===== src/rtl/ctrl_pkg.sv =====
`default_nettype none
// +----------------------------------------------------------------------+
// | Module      : ctrl_pkg                                               |
// | Description : Shared state encoding and default sizing for the       |
// |               engine-facing sequence controllers.                    |
// | Revision    : 1.0 - initial release                                  |
// +----------------------------------------------------------------------+
package ctrl_pkg;

  // 3-bit state encoding; IDLE must stay at zero so a cleared register is idle
  localparam logic [2:0] S_IDLE   = 3'd0;
  localparam logic [2:0] S_ARM    = 3'd1;
  localparam logic [2:0] S_LAUNCH = 3'd2;
  localparam logic [2:0] S_WAIT   = 3'd3;
  localparam logic [2:0] S_WRITE  = 3'd4;
  localparam logic [2:0] S_SHIFT  = 3'd5;

  localparam int DEF_WORDS   = 4;
  localparam int DEF_TIMEOUT = 256;
  localparam int DEF_TMR_W   = 9;

endpackage
`default_nettype wire


===== src/rtl/timeout_timer.sv =====
`default_nettype none
// +----------------------------------------------------------------------+
// | Module      : timeout_timer                                          |
// | Description : Cycle counter with clear/enable that flags the last    |
// |               allowed cycle (count == TIMEOUT-1). TIMEOUT=0 disables.|
// | Revision    : 1.0 - initial release                                  |
// +----------------------------------------------------------------------+
module timeout_timer #(
  parameter int TIMEOUT = 256,
  parameter int TMR_W   = 9
) (
  input  logic clk,
  input  logic rst,
  input  logic clear,
  input  logic enable,
  output logic expired
);

  logic [TMR_W-1:0] count;

  // Count enabled cycles; clear has priority so a relaunch always starts at zero
  always_ff @(posedge clk) begin
    if (!rst || clear) begin
      count <= '0;
    end else if (enable) begin
      count <= count + 1'b1;
    end
  end

  generate
    if (TIMEOUT == 0) begin : g_disabled
      assign expired = 1'b0;
    end else begin : g_enabled
      // Asserted during the TIMEOUT-th enabled cycle
      assign expired = enable && (count == TMR_W'(TIMEOUT - 1));
    end
  endgenerate

endmodule
`default_nettype wire


===== src/rtl/multiword_seq_controller.sv =====
`default_nettype none
// +----------------------------------------------------------------------+
// | Module      : multiword_seq_controller                               |
// | Description : Loads a UI word, then for each of WORDS words launches |
// |               the engine, waits for completion (with timeout),       |
// |               writes the result via req/ack and shifts the datapath. |
// | Revision    : 1.0 - initial release                                  |
// +----------------------------------------------------------------------+
module multiword_seq_controller
  import ctrl_pkg::*;
#(
  parameter int WORDS   = DEF_WORDS,
  parameter int IDX_W   = (WORDS > 1) ? $clog2(WORDS) : 1,
  parameter int TIMEOUT = DEF_TIMEOUT,
  parameter int TMR_W   = DEF_TMR_W
) (
  input  logic             clk,
  input  logic             rst,
  input  logic             start,
  input  logic             eng_done,
  input  logic             wr_ack,
  input  logic             abort,
  output logic             ld,
  output logic             ui_reg_ld,
  output logic             eng_start,
  output logic             wr_req,
  output logic             sh_en,
  output logic [IDX_W-1:0] word_idx,
  output logic             busy,
  output logic             done,
  output logic             timeout_err
);

  localparam logic [IDX_W-1:0] LAST_IDX = IDX_W'(WORDS - 1);

  logic [2:0] state;
  logic       tmr_expired;

  timeout_timer #(
    .TIMEOUT (TIMEOUT),
    .TMR_W   (TMR_W)
  ) u_timer (
    .clk     (clk),
    .rst     (rst),
    .clear   (state == S_LAUNCH),
    .enable  (state == S_WAIT),
    .expired (tmr_expired)
  );

  // Sequencer: abort overrides every transition; done is a one-cycle pulse
  always_ff @(posedge clk) begin
    if (!rst) begin
      state       <= S_IDLE;
      word_idx    <= '0;
      done        <= 1'b0;
      timeout_err <= 1'b0;
    end else begin
      done <= 1'b0;
      if (abort && (state != S_IDLE)) begin
        state <= S_IDLE;
      end else begin
        case (state)
          S_IDLE: begin
            if (start) begin
              state       <= S_ARM;
              word_idx    <= '0;
              timeout_err <= 1'b0;
            end
          end
          // Job starts on release of the start level
          S_ARM: begin
            if (!start) state <= S_LAUNCH;
          end
          S_LAUNCH: begin
            state <= S_WAIT;
          end
          // Completion beats a timeout landing in the same cycle
          S_WAIT: begin
            if (eng_done) begin
              state <= S_WRITE;
            end else if (tmr_expired) begin
              state       <= S_IDLE;
              timeout_err <= 1'b1;
            end
          end
          S_WRITE: begin
            if (wr_ack) begin
              if (word_idx == LAST_IDX) begin
                state <= S_IDLE;
                done  <= 1'b1;
              end else begin
                state <= S_SHIFT;
              end
            end
          end
          // Only reached when word_idx < LAST_IDX, so no wrap is possible
          S_SHIFT: begin
            word_idx <= word_idx + 1'b1;
            state    <= S_LAUNCH;
          end
          default: begin
            state <= S_IDLE;
          end
        endcase
      end
    end
  end

  // Moore output decode
  always_comb begin
    ld        = (state == S_ARM);
    ui_reg_ld = (state == S_ARM);
    eng_start = (state == S_LAUNCH);
    wr_req    = (state == S_WRITE);
    sh_en     = (state == S_SHIFT);
    busy      = (state != S_IDLE);
  end

endmodule
`default_nettype wire


===== config.mk =====
export PLATFORM = sky130hd
export DESIGN_NAME = multiword_seq_controller
export DESIGN_NICKNAME = d
export VERILOG_FILES = /design/src/rtl/ctrl_pkg.sv /design/src/rtl/timeout_timer.sv /design/src/rtl/multiword_seq_controller.sv
export SDC_FILE = /design/constraint.sdc
export NUM_CORES = 1
export LEC_CHECK = 0
export BUFFER_PORTS_ARGS = -buffer_cell sky130_fd_sc_hd__buf_4
export CORE_UTILIZATION = 45
export DETAILED_ROUTE_END_ITERATION = 12
export PLACE_DENSITY = 0.72
export SKIP_CTS_REPAIR_TIMING = 1
export SYNTH_ARGS = -nofsm -noshare
export SYNTH_HDL_FRONTEND = slang
export SYNTH_SLANG_ARGS = --single-unit

===== constraint.sdc =====
create_clock -name clk -period 4.1 [get_ports clk]
set_input_delay 0.82 -clock clk [delete_from_list [all_inputs] [get_ports clk]]
set_output_delay 0.82 -clock clk [all_outputs]
set_load 0.01 [all_outputs]

==> results.txt <==
Outcome = completed
Post-Synthesis Cells = 106
RePlAce Congestion = 0.806
Cell family with most CP delay = flip-flops
DRC = 0
Max Slew Vio Count = 0
Number of global-route vias before repair = 676
Library cells used by synthesis = 36
Hold crit path type = flip-flop to flip-flop
Design Area, Final = 1040 um^2
#FFs+latches synth = 16
Multi-input logic area = 515 um^2
Dpl cells = 140
GRT Util Overall = 19.7%
CP max stage cell = dfxtp_1
# rows = 15
WL/cell = 12.6 um
CTS max path bufs = 2
Chip width = 46.5 um
Cell Pwr Density = 363 nW/um^2
Critical Path RT = 3.28 ns
Avg Vias per Cell = 5.49
Initial Util = 50.0%
Fin crit period = 2.41 ns
VDD IR max = 0.235 mV
Busiest metal layer after global routing = met2
First-pass GRT wire length = 3.02 mm
Mapped Area = 892 um^2
Sequential cell area fraction in the yosys report = 35.9%
Number of port buffers = 15
Setup TNS = 0 ns
Num ports = 16
Sequential cell area = 320 um^2
Die footprint = 2160 um^2
Pin count of the biggest net entering global routing = 18
Met3 Use GR = 3.53%
Crit Path Class = flip-flop to output pin
Worst skew pair latency = 0.29 ns
Final period util = 58.7%
Via count = 791
Die Y = 46.5 um
H-tree Lvls = 1
Post-synth ARST share = 0%
Worst EP arrival = 1.59 ns
CP max stage delay = 0.62 ns
Worst slew pin tran = 0.684 ns
Reg-to-reg setup timing slack = 2.30 ns
HPWL after DPL = 1.34 mm
Number of fill cells = 165
Hold Violations, Final = 0
Maxcap violations = 0
Initial drt markers = 13
Core Util, Final = 58.5%
Number of synthesized flops with an enable pin = 0
Slew headroom = 53.2%
First-pass DRT Iterations = 4
Leakage = 0.420 nW
Worst path buffer plus inverter count = 2
Syn nets = 115
Root buffer cell = clkbuf_4
CTS tree = built
Nets = 129
DRT antenna net count = 0
Fmax = 0.416 GHz
Area growth, synth to finish = 16.8%
CTS Buf Count = 3
Total Wirelength = 1.81 mm
Reg clk slew, reported paths = 0.09 ns
Critical Path End Type = output pin
Core ar. = 1780 um^2
GR Util met1 = 26.4%
Setup violators final = 0
RSZ-0062 raised after global routing = false
Crit-path cells = or3b_2, inv_1, buf_4
GRT overflow = 0
GR met2 Demand/Resource = 29.4%
CP max FO = 17
Layout cells sized above 1 = 19.3%
Startpoint types = flip-flop
Fin cells = 144
Clock Skew = 0.00246 ns
Placed Instance Area = 1010 um^2
Top FF cell, synth = dfxtp_1
Syn Area/Cell = 8.42 um^2
Diode count = 0
Syn. warnings = 0
Clock Sinks = 16
Initial antenna violation count = 0
==> sequential cells by signal, summed over array words and instances, names as in the netlist <==
name / count
done: 1
state: 3
timeout_err: 1
word_idx: 2
u_timer.count: 9
==> final timing paths <==
| path | startpoint | end | cells after the start |
|---|---|---|---|
| setup / recovery | state[1] | eng_start | 3 |
| hold / removal | u_timer.count[8] | u_timer.count[8] | 2 |
| setup reg to reg | state[1] | u_timer.count[5] | 3 |
| hold reg to reg | u_timer.count[8] | u_timer.count[8] | 2 |
==> synth_stat cells (all sizes together), types with 2 or more instances <==
| master | number | area (um^2) |
|---|---|---|
| buf | 3 | 17.5 |
| nor3b | 2 | 15.0 |
| nor2 | 2 | 7.51 |
| nor2b | 4 | 25.0 |
| or4 | 4 | 30.0 |
| nor3 | 2 | 10.0 |
| inv | 7 | 26.3 |
| nand3b | 5 | 37.5 |
| ha | 3 | 37.5 |
| a21oi | 7 | 35.0 |
| nand2b | 2 | 12.5 |
| or3b | 4 | 35.0 |
| dfxtp | 16 | 320 |
| clkbuf | 3 | 12.5 |
| o211a | 2 | 20.0 |
| nand2 | 9 | 33.8 |
| o21ai | 6 | 30.0 |
| nand3 | 5 | 25.0 |
| mux2i | 2 | 20.0 |
| a21boi | 3 | 22.5 |
| o31ai | 4 | 30.0 |
==> per-layer routing <==
| metal | vias to the layer above | routed length (um) |
|---|---|---|
| li1 | 412 | - |
| met3 | 4 | 45 |
| met5 | - | 0 |
| met4 | 0 | 26 |
| met2 | 11 | 891 |
| met1 | 364 | 848 |
==> layout by cell type, fill, tap and decap left out, drive strengths merged, types with 3 or more instances in the layout <==
cell type	instances
ha	3
dfxtp	16
a21oi	7
clkbuf	4
buf	15
nand2	9
o21ai	6
inv	7
a21boi	3
nand3b	5
or3b	4
or4	4
nor2b	4
o31ai	4
nand3	5
==> report_power, final <==
group | internal (mW) | switching [mW]
logic | 0.0471 | 0.0425
clock network | 0.0541 | 0.0510
registers | 0.163 | 0.0209
==> area by class of cell <==
type,count,share of cell area [%]
well taps,25,3.00
repair buffers,15,10.8
multi-input cells,77,49.5
clock buffers,4,3.48
inverters,7,2.52
flip-flops and latches,16,30.7
==> worst register-to-register path, stage by stage, from the launching register on <==
cell      delay, ns
dfxtp_1        0.62
nand3b_1       0.41
or4_1          0.57
a21oi_1        0.14
==> metrics by stage <==
step                      hold slack (ns)  setup WS (ns)  total power, mW
after detailed placement            0.473           2.02            0.276
final                               0.477           1.69            0.378
after global routing                0.501           1.59            0.401
after floorplan                     0.441           2.08            0.246
after CTS                           0.487           1.69            0.383
after global placement              0.450           2.06            0.273
==> cells by family after synthesis <==
kind of cell,after synthesis,synth area share (%)
AO/OA/AOI/OAI,26,18.8
XOR/XNOR,1,0.982
adder cells (fa/ha/maj),3,4.21
buffers and inverters,13,6.31
flip-flops,16,35.9
multiplexers,2,2.24
AND/OR/NAND/NOR,45,31.6
(Power assumes the default switching activity.)
